<file path="src/rtl/node_port_arbiter_if.sv">
// Neighbour-port request bus and node-side offer bus of the node port arbiter.
// The arbiter uses the slave modport; whatever drives the ports and the node uses master.
interface node_port_arbiter_if #(
  parameter int DATA_W = 4
);
  logic                  en;
  logic [3:0]            req_valid;
  logic [4*DATA_W-1:0]   req_data;
  logic [3:0]            req_ready;
  logic                  node_valid;
  logic [DATA_W-1:0]     node_data;
  logic [1:0]            node_src;
  logic                  node_ready;
  logic                  stall_err;
  logic                  busy;

  modport slave (
    input  en, req_valid, req_data, node_ready,
    output req_ready, node_valid, node_data, node_src, stall_err, busy
  );

  modport master (
    output en, req_valid, req_data, node_ready,
    input  req_ready, node_valid, node_data, node_src, stall_err, busy
  );
endinterface

</file>
<file path="src/rtl/node_port_arbiter.sv">
// Round-robin arbiter sharing one node input among four neighbour ports (A..D),
// holding the granted word until the node takes it and flagging a sticky stall error.
//
// state | meaning
// IDLE  | no word held; may grant a requester when en=1
// OFFER | word held on node side until node_ready
module node_port_arbiter #(
  parameter int DATA_W      = 4,
  parameter int TIMEOUT_CYC = 255,
  parameter int CNT_W       = 8
) (
  input  logic                 clk,
  input  logic                 reset,
  node_port_arbiter_if.slave   bus_io
);

  typedef enum logic {IDLE, OFFER} state_e;

  localparam logic [CNT_W-1:0] STALL_LAST = CNT_W'(TIMEOUT_CYC - 1);

  state_e              state_q, state_d;
  logic [1:0]          rr_q;
  logic [1:0]          node_src_q;
  logic [DATA_W-1:0]   node_data_q;
  logic [CNT_W-1:0]    stall_cnt_q;
  logic                stall_err_q;

  logic                win_vld;
  logic [1:0]          win_idx;
  logic                grant;
  logic                xfer;
  logic                stall_hit;

  // Scan from the highest offset down so the nearest set bit after rr_q wins.
  always_comb begin
    win_vld = 1'b0;
    win_idx = rr_q;
    for (int k = 3; k >= 0; k--) begin
      if (bus_io.req_valid[rr_q + 2'(k)]) begin
        win_vld = 1'b1;
        win_idx = rr_q + 2'(k);
      end
    end
  end

  assign grant     = (state_q == IDLE) && bus_io.en && win_vld && !reset;
  assign xfer      = (state_q == OFFER) && bus_io.node_ready;
  assign stall_hit = (TIMEOUT_CYC != 0) && (state_q == OFFER) && !bus_io.node_ready
                     && (stall_cnt_q == STALL_LAST);

  always_ff @(posedge clk) begin
    if (reset) state_q <= IDLE;
    else       state_q <= state_d;
  end

  always_comb begin
    state_d = state_q;
    case (state_q)
      IDLE:    if (grant) state_d = OFFER;
      OFFER:   if (bus_io.node_ready) state_d = IDLE;
      default: state_d = IDLE;
    endcase
  end

  always_comb begin
    bus_io.req_ready  = grant ? (4'b0001 << win_idx) : 4'b0000;
    bus_io.node_valid = (state_q == OFFER);
    bus_io.busy       = (state_q == OFFER);
    bus_io.node_data  = node_data_q;
    bus_io.node_src   = node_src_q;
    bus_io.stall_err  = stall_err_q;
  end

  always_ff @(posedge clk) begin
    if (reset) begin
      rr_q        <= 2'd0;
      node_src_q  <= 2'd0;
      node_data_q <= '0;
      stall_cnt_q <= '0;
      stall_err_q <= 1'b0;
    end else begin
      if (grant) begin
        node_data_q <= bus_io.req_data[win_idx*DATA_W +: DATA_W];
        node_src_q  <= win_idx;
        stall_cnt_q <= '0;
      end else if ((state_q == OFFER) && !bus_io.node_ready && (stall_cnt_q != '1)) begin
        stall_cnt_q <= stall_cnt_q + 1'b1;
      end
      // The port just served drops to lowest priority.
      if (xfer) rr_q <= node_src_q + 2'd1;
      if (stall_hit) stall_err_q <= 1'b1;
    end
  end

endmodule

</file>
<file path="src/flat_wrapper.sv">
// flat-port wrapper written by rule: the top's interface ports become plain ports
module node_port_arbiter_flat 
#(
  parameter int DATA_W      = 4,
  parameter int TIMEOUT_CYC = 255,
  parameter int CNT_W       = 8
)
  (clk, reset, bus_io_en, bus_io_req_valid, bus_io_req_data, bus_io_node_ready, bus_io_req_ready, bus_io_node_valid, bus_io_node_data, bus_io_node_src, bus_io_stall_err, bus_io_busy);
  node_port_arbiter_if #(.DATA_W(DATA_W)) bus_io_i ();
  input  logic clk;
  input  logic reset;
  input wire logic [$bits(bus_io_i.en)-1:0] bus_io_en;
  input wire logic [$bits(bus_io_i.req_valid)-1:0] bus_io_req_valid;
  input wire logic [$bits(bus_io_i.req_data)-1:0] bus_io_req_data;
  input wire logic [$bits(bus_io_i.node_ready)-1:0] bus_io_node_ready;
  output wire logic [$bits(bus_io_i.req_ready)-1:0] bus_io_req_ready;
  output wire logic [$bits(bus_io_i.node_valid)-1:0] bus_io_node_valid;
  output wire logic [$bits(bus_io_i.node_data)-1:0] bus_io_node_data;
  output wire logic [$bits(bus_io_i.node_src)-1:0] bus_io_node_src;
  output wire logic [$bits(bus_io_i.stall_err)-1:0] bus_io_stall_err;
  output wire logic [$bits(bus_io_i.busy)-1:0] bus_io_busy;
  assign bus_io_i.en = bus_io_en;
  assign bus_io_i.req_valid = bus_io_req_valid;
  assign bus_io_i.req_data = bus_io_req_data;
  assign bus_io_i.node_ready = bus_io_node_ready;
  assign bus_io_req_ready = bus_io_i.req_ready;
  assign bus_io_node_valid = bus_io_i.node_valid;
  assign bus_io_node_data = bus_io_i.node_data;
  assign bus_io_node_src = bus_io_i.node_src;
  assign bus_io_stall_err = bus_io_i.stall_err;
  assign bus_io_busy = bus_io_i.busy;
  node_port_arbiter #(.DATA_W(DATA_W), .TIMEOUT_CYC(TIMEOUT_CYC), .CNT_W(CNT_W)) u_core (.clk(clk), .reset(reset), .bus_io(bus_io_i));
endmodule
</file>
<file path="config.mk">
export PLATFORM = sky130hd
export DESIGN_NAME = node_port_arbiter_flat
export DESIGN_NICKNAME = d
export VERILOG_FILES = /design/src/rtl/node_port_arbiter_if.sv /design/src/rtl/node_port_arbiter.sv /design/src/flat_wrapper.sv
export SDC_FILE = /design/constraint.sdc
export NUM_CORES = 1
export LEC_CHECK = 0
export ABC_AREA = 1
export CORE_MARGIN = 2
export CORE_UTILIZATION = 46
export DETAILED_ROUTE_END_ITERATION = 10
export HOLD_SLACK_MARGIN = 0.06
export PLACE_DENSITY = 0.79
export SLEW_MARGIN = 20
export SYNTH_ARGS = -nofsm -noshare
export SYNTH_HDL_FRONTEND = slang
export SYNTH_SLANG_ARGS = --single-unit
</file>
<file path="constraint.sdc">
create_clock -name clk -period 1.9 [get_ports clk]
set_input_delay 0.38 -clock clk [delete_from_list [all_inputs] [get_ports clk]]
set_output_delay 0.38 -clock clk [all_outputs]
set_load 0.005 [all_outputs]
</file>
==> impl_results.md, run 1 <==
* Initial Utilization at 0.4832
* Layout cells sized above 1 at 0.4280
* Initial antenna violation count at 0
* Clk sinks at 18
* WL/cell at 17.00 µm
* Storage cell area at 367.9 µm²
* Global-route wire length before repair at 6458 µm
* Gr ovfl total at 0
* Setup Crit Path Kind: reg2out
* Synth warnings at 0
* CP peak stage delay at 390 ps
* Final setup fails at 8
* Final Non-Filler Cells at 287
* Hold Path Cell Cnt at 1
* Pre-CTS setup slack at -782.9 ps
* Hold Fails Final Rpt at 0
* WL final at 4878 µm
* Leak at 0.0009366 µW
* Most used cell, CP: buf_6
* Total Routing Usage GR at 0.3083
* Post-placement cell count at 269
* Reg2reg path depth at 13
* Achievable frequency at 0.4326 GHz
* Clock Skew at 14.52 ps
* Worst EP arrival at 1930 ps
* Fin worst setup slack at -411.4 ps
* CP max stage cell: dfxtp_4
* Multi-input logic area at 910.9 µm²
* Top Ports at 37
* DRC errors left at 0
* RSZ-0062 raised after global routing: true
* Max H-tree Level at 1
* Outcome: finished with violations
* Routed Antenna Nets at 0
* Chip height at 54.78 µm
* Startpoint Class: register
* Rel. slew slack at 0.7865
* Period Utilization, post-route at 1.217
* HP Class: reg2reg
* Via-to-Cell Ratio at 5.523
* DRT iter0 DRCs at 24
* Die extent in x at 54.78 µm
* Die ar. at 3001 µm²
* Ant. Diodes at 0
* Clock-pin slew on the worst setup and hold paths at 110 ps
* Via count at 1585
* Post-Syn Nets at 208
* Max-Cap Viols at 0
* Post-DP HPWL at 2683 µm
* Crit path time final at 2311 ps
* Sequential-to-total area share from yosys stat at 0.3038
* Yosys reg bits at 18
* Largest net degree at the start of global routing at 10
* Nature of the critical path endpoint: output pin
* CP cell instances: buf_6 -> o21ai_0 -> nand3_1 -> nand3_2 -> inv_2 -> o21ai_4 -> buf_6 -> buf_6 -> nor2_2 -> buf_2
* Worst Max-Slew Pin Slew at 316.9 ps
* VDD IR max at 0.7002 mV
* Hold slack at 486.3 ps
* Core outline area at 2455 µm²
* Unique cell type count in the Yosys netlist at 29
* Hold-fix buffers at CTS at 0
* PD cells at 550.8 nW/µm²
* Fin Setup TNS at -1686 ps
* Syn Inst Count at 182
* PortBufs at 36
* Failing checks: negative setup slack
* Clock root cell: clkbuf_4
* Clk Latency, worst-skew pair at 300 ps
* Vias in the first global route at 1529
* First-pass DRT Iterations at 4
* Worst reg-to-reg setup slack at -70 ps
* Row count at 18
* GPL Wtd Cong at 0.8421
* Mean Syn Cell Area at 6.517 µm²
* Synth-to-layout area growth at 75.63%
* CTS tree: built
* Num CTS Buffers at 3
* Critical path required time at 1520 ps
* Total Power at 1147 µW
* Clock Tree Buf Depth at 2
* Syn Std Cell Area at 1186 µm²
* Final Max Slew Viols at 0
* Count of nets after finishing at 285
* CP max FO at 4
* Fillers at 147
metal layers:
metal | GRT usage | vias up | routed length [µm]
met5 | 0 | - | 0
met4 | 0.1375 | 0 | 265
met3 | 0.07923 | 30 | 240
met2 | 0.6111 | 69 | 2589
met1 | 0.2869 | 748 | 1782
li1 | - | 738 | -
state kept, by name (all words and copies together), names as in the netlist:
signal                   cells
u_core.bus_io.node_src       2
u_core.rr_q                  2
u_core.stall_cnt_q           8
u_core.bus_io.node_data      4
u_core.bus_io.stall_err      1
u_core.bus_io.busy           1
final timing paths:
kind,to,start
max reg2reg,u_core.bus_io.node_data[2]$_SDFFE_PP0P_,u_core.rr_q[0]$_SDFFE_PP0P_
min,u_core.stall_cnt_q[6]$_SDFFE_PP0P_,u_core.stall_cnt_q[6]$_SDFFE_PP0P_
min reg2reg,u_core.stall_cnt_q[6]$_SDFFE_PP0P_,u_core.stall_cnt_q[6]$_SDFFE_PP0P_
max,bus_io_req_ready[3],u_core.rr_q[0]$_SDFFE_PP0P_
synth_stat cells:
| cell type | number | area [µm²] |
|---|---|---|
| inv_6 | 1 | 8.760 |
| nor2_1 | 18 | 67.56 |
| clkinv_1 | 1 | 3.750 |
| nand3_1 | 36 | 180.2 |
| nand3_2 | 1 | 10.01 |
| buf_4 | 1 | 7.510 |
| inv_2 | 5 | 18.77 |
| o21ai_2 | 1 | 8.760 |
| a21oi_2 | 1 | 8.760 |
| inv_1 | 15 | 56.30 |
| a21oi_1 | 6 | 30.03 |
| nand3_4 | 2 | 35.03 |
| xnor2_1 | 1 | 8.760 |
| nor3_1 | 1 | 5.000 |
| xor2_1 | 3 | 26.28 |
| nor2_4 | 1 | 11.26 |
| or2_2 | 1 | 6.260 |
| o21a_1 | 1 | 7.510 |
| nand2_2 | 4 | 25.02 |
| buf_6 | 1 | 11.26 |
| o21ai_0 | 3 | 15.01 |
| nand4_1 | 1 | 6.260 |
| or2_1 | 1 | 6.260 |
| o21ai_1 | 1 | 5.000 |
| dfxtp_1 | 18 | 360.4 |
| ha_1 | 2 | 25.02 |
| nand2_4 | 3 | 33.78 |
| nand2_1 | 51 | 191.4 |
| nor2_2 | 1 | 6.260 |
metrics by stage:
stage	util	instance area (µm²)
after floorplan	-	1186
final	0.8486	2083
after global placement	0.7130	1750
after detailed placement	0.7130	1750
after global routing	0.8486	2083
after CTS	0.8033	1972
where the power goes:
part	leakage [µW]	internal [µW]	switching [µW]
combinational	0.000775	263	277
sequential	0.000148	395	20.2
clock	0.0000138	73.9	118
total	0.000937	732	416
logic make-up after synthesis:
logic type | count (synthesis) | synth area share
flip-flops | 18 | 0.3038
AND/OR/NAND/NOR | 121 | 0.4926
adder cells (fa/ha/maj) | 2 | 0.02109
AO/OA/AOI/OAI | 13 | 0.06329
buffers and inverters | 24 | 0.08966
XOR/XNOR | 4 | 0.02954
placed cells by master, fill, tap and decap left out:
cell,netlist,layout
o21ai_4,0,2
nor3_1,1,1
ha_1,2,2
nand3_2,1,17
buf_2,0,4
nand2_1,51,33
nand2_4,3,5
dfxtp_4,0,2
dlygate4sd2_1,0,4
nand4_1,1,1
a21oi_1,6,6
clkdlybuf4s50_1,0,28
inv_8,0,1
buf_4,1,29
buf_6,1,9
inv_1,15,13
o21ai_0,3,3
dfxtp_1,18,16
clkbuf_4,0,3
or2_2,1,1
or2_1,1,1
nor2_2,1,3
xnor2_1,1,1
a21oi_2,1,1
clkinv_1,1,1
xor2_1,3,3
inv_2,5,7
nor2_1,18,15
nor2_4,1,2
nand3_4,2,4
nand3_1,36,18
o21a_1,1,1
nand2_2,4,20
critical path: cells and delay by family, from the launching register on:
kind	cells	cell delay [ps]
and+or+nand+nor	3	270
AOI/OAI and AO/OA	2	460
buffers and inverters	5	510
DFF	1	390
what timing repair did:
item                                    4_1_cts  5_1_grt
buffers inserted                             13        5
endpoints found under the setup margin        4        9
pin swaps                                    24       22
resized for setup                            64       22
cloned                                        0        0
final cells by class:
cell class	instances	share of cell area
well taps	30	0.01802
multi-input cells	140	0.4372
flip-flops and latches	18	0.1766
clock buffers	3	0.01081
repair buffers	74	0.3141
inverters	22	0.04324
Note: power is estimated with default switching activity, not from simulation.
==> run 2, diff against run 1 <==
--- a/config.mk
+++ b/config.mk
@@ -8,6 +8,7 @@
 export ABC_AREA = 1
 export CORE_MARGIN = 2
 export CORE_UTILIZATION = 46
+export CTS_CLUSTER_SIZE = 40
 export DETAILED_ROUTE_END_ITERATION = 10
 export HOLD_SLACK_MARGIN = 0.06
 export PLACE_DENSITY = 0.79
==> results of run 2 <==
The final DEF is identical to that of run 1; final timing and power are the same.
==> run 3, diff against run 2 <==
--- a/config.mk
+++ b/config.mk
@@ -7,11 +7,11 @@
 export LEC_CHECK = 0
 export ABC_AREA = 1
 export CORE_MARGIN = 2
-export CORE_UTILIZATION = 46
+export CORE_UTILIZATION = 41
 export CTS_CLUSTER_SIZE = 40
 export DETAILED_ROUTE_END_ITERATION = 10
 export HOLD_SLACK_MARGIN = 0.06
-export PLACE_DENSITY = 0.79
+export PLACE_DENSITY = 0.75
 export SLEW_MARGIN = 20
 export SYNTH_ARGS = -nofsm -noshare
 export SYNTH_HDL_FRONTEND = slang
==> constraint.sdc (replaced) <==
create_clock -name clk -period 2.12 [get_ports clk]
set_input_delay 0.424 -clock clk [delete_from_list [all_inputs] [get_ports clk]]
set_output_delay 0.424 -clock clk [all_outputs]
set_load 0.005 [all_outputs]
==> impl_results.md, run 3 (synthesis results as in run 1) <==
* Most frequent cells in the layout: 36 x buf_4, 33 x nand2_1, 31 x nand3_1 (was 33 x nand2_1, 29 x buf_4, 28 x clkdlybuf4s50_1)
* Failing checks: negative setup slack (unchanged)
* Routed Antenna Nets at 0 (unchanged)
* Family with the most delay on the worst path: buffers and inverters (unchanged)
* CP max FO at 3 (was 4)
* Top Ports at 37 (unchanged)
* Rel. slew slack at 0.8342 (was 0.7865)
* PD cells at 494.9 nW/µm² (was 550.8 nW/µm²)
* DRC errors left at 0 (unchanged)
* Outcome: finished with violations (unchanged)
* Die ar. at 3339 µm² (was 3001 µm²)
* Fin worst setup slack at -114.6 ps (was -411.4 ps)
* Count of nets after finishing at 288 (was 285)
* Clock Tree Buf Depth at 2 (unchanged)
* Initial Utilization at 0.4301 (was 0.4832)
* Achievable frequency at 0.4475 GHz
* VDD IR max at 0.5068 mV (was 0.7002 mV)
* CTS tree: built (unchanged)
* Max-Cap Viols at 0 (unchanged)
* Layout cells sized above 1 at 0.3831 (was 0.4280)
* Period Utilization, post-route at 1.054
* WP buf/inv at 6 (was 5)
* Largest net degree at the start of global routing at 11 (was 10)
* Post-DP HPWL at 2434 µm (was 2683 µm)
* Synth-to-layout area growth at 72.68% (was 75.63%)
* Via count at 1475 (was 1585)
* WL final at 3735 µm (was 4878 µm)
* Ant. Diodes at 0 (unchanged)
* Worst EP arrival at 1810 ps (was 1930 ps)
* CP cell instances: dlygate4sd2_1 -> inv_1 -> nand2_4 -> nand3_4 -> buf_6 -> nand3_1 -> nand3_1 -> inv_2 -> o21ai_4 -> buf_6 -> nor2_1 -> buf_2 (was buf_6 -> o21ai_0 -> nand3_1 -> nand3_2 -> inv_2 -> o21ai_4 -> buf_6 -> buf_6 -> nor2_2 -> buf_2)
* Clock-pin slew on the worst setup and hold paths at 100 ps (was 110 ps)
* Most common cell after layout, fill and taps aside: buf_4 (was nand2_1)
* Clk Latency, worst-skew pair at 290 ps (was 300 ps)
* Clk sinks at 18 (unchanged)
* RSZ-0062 raised after global routing: true (unchanged)
* DRT iter0 DRCs at 59 (was 24)
* Row count at 19 (was 18)
* Crit path time final at 2235 ps
* CP peak stage delay at 280 ps (was 390 ps)
* Startpoint Class: primary input (was register)
* Max H-tree Level at 1 (unchanged)
* Vias in the first global route at 1282 (was 1529)
* First-pass DRT Iterations at 4 (unchanged)
* PortBufs at 36 (unchanged)
* Worst Max-Slew Pin Slew at 246.9 ps (was 316.9 ps)
* CP max stage cell: dlygate4sd2_1 (was dfxtp_4)
* Total Routing Usage GR at 0.2065 (was 0.3083)
* Leak at 0.0009240 µW (was 0.0009366 µW)
* Critical path required time at 1700 ps (was 1520 ps)
* Most flops, register: u_core.stall_cnt_q (unchanged)
* Final setup fails at 4 (was 8)
* Via-to-Cell Ratio at 5.051 (was 5.523)
* Max FFs per register at 8 (unchanged)
* HP Class: reg2reg (unchanged)
* Initial antenna violation count at 0 (unchanged)
* Pre-CTS setup slack at -624.7 ps (was -782.9 ps)
* Setup Crit Path Kind: in2out (was reg2out)
* Final core utilization at 0.7427 (was 0.8486)
* Nature of the critical path endpoint: output pin (unchanged)
* GPL Wtd Cong at 0.8569 (was 0.8421)
* Chip height at 57.79 µm (was 54.78 µm)
* Die extent in x at 57.79 µm (was 54.78 µm)
* Global-route wire length before repair at 5451 µm (was 6458 µm)
* Final Max Slew Viols at 0 (unchanged)
* Clock root cell: clkbuf_4 (unchanged)
* Clock Skew at 3.622 ps (was 14.52 ps)
* Hold Fails Final Rpt at 0 (unchanged)
* Core outline area at 2758 µm² (was 2455 µm²)
* WL/cell at 12.79 µm (was 17.00 µm)
* Gr ovfl total at 0 (unchanged)
* Hold-fix buffers at CTS at 0 (unchanged)
* Num CTS Buffers at 3 (unchanged)
-- run 3: changes by cell type in the layout (fill, tap and decap cells not counted), sizes merged --
cell	change
buf	+3
clkbuf	+1
clkinv	+1
inv	-1
-- run 3: metrics by stage --
step	hold WS [ps]	cell area, µm²	setup TNS (ps)	power [µW]	instances
2_1_floorplan	434.8	1186	0	542.1	182
3_3_place_gp	452.6	1754	-2261	710.7	272
3_5_place_dp	450.9	1754	-2449	714.3	272
4_1_cts	473.8	1889	-273.3	953.8	283
5_1_grt	488.5	2048	-743.3	1059	292
6_report	470.1	2048	-419.2	1014	292
-- run 3: worst paths after layout --
check,endpoint,slack (ps),start,cells past startpoint
max,bus_io_req_ready[3],-110,bus_io_req_valid[3],12
max reg2reg,u_core.bus_io.node_data[1]$_SDFFE_PP0P_,100,u_core.rr_q[0]$_SDFFE_PP0P_,18
min,u_core.bus_io.node_data[3]$_SDFFE_PP0P_,470,u_core.bus_io.node_data[3]$_SDFFE_PP0P_,2
min reg2reg,u_core.bus_io.node_data[3]$_SDFFE_PP0P_,470,u_core.bus_io.node_data[3]$_SDFFE_PP0P_,2
-- run 3: area by class of cell --
class	count	area, µm²
multi-input cells	140	853.3
well taps	31	38.79
fillers	209	709.4
flip-flops and latches	18	362.8
clock buffers	4	36.28
inverters	22	95.09
repair buffers	77	661.9
-- run 3: metal layers --
layer,global-route usage,part of all wire
met5,0,0
met4,0.07309,0.025
met3,0.02455,0.032
met2,0.3555,0.51
met1,0.2664,0.43
-- run 3: what timing repair did --
| item | 4_1_cts | 5_1_grt |
|---|---|---|
| buffers inserted | 7 | 8 |
| setup endpoints to repair | 4 | 4 |
| gates cloned | 0 | 1 |
| gates resized for setup | 45 | 23 |
| pin swaps | 24 | 16 |
-- run 3: worst register-to-register path, stage by stage, from the launching register on --
cell,delay (ps)
dfxtp_2,370
buf_6,120
clkinv_8,70
nand2_4,80
nand3_4,90
nand2_4,80
inv_2,40
nand2_2,70
nand2_2,80
nand2_2,80
nand2_4,80
buf_4,140
buf_4,120
buf_4,120
buf_6,120
nand3_1,60
nand3_1,70
nand3_1,80
nand2_1,60
-- run 3: power by group --
part / total, µW / internal [µW] / switching [µW]
Combinational: 434 / 226 / 208
Clock: 211 / 105 / 107
Sequential: 368 / 356 / 12.8
Total: 1010 / 687 / 327
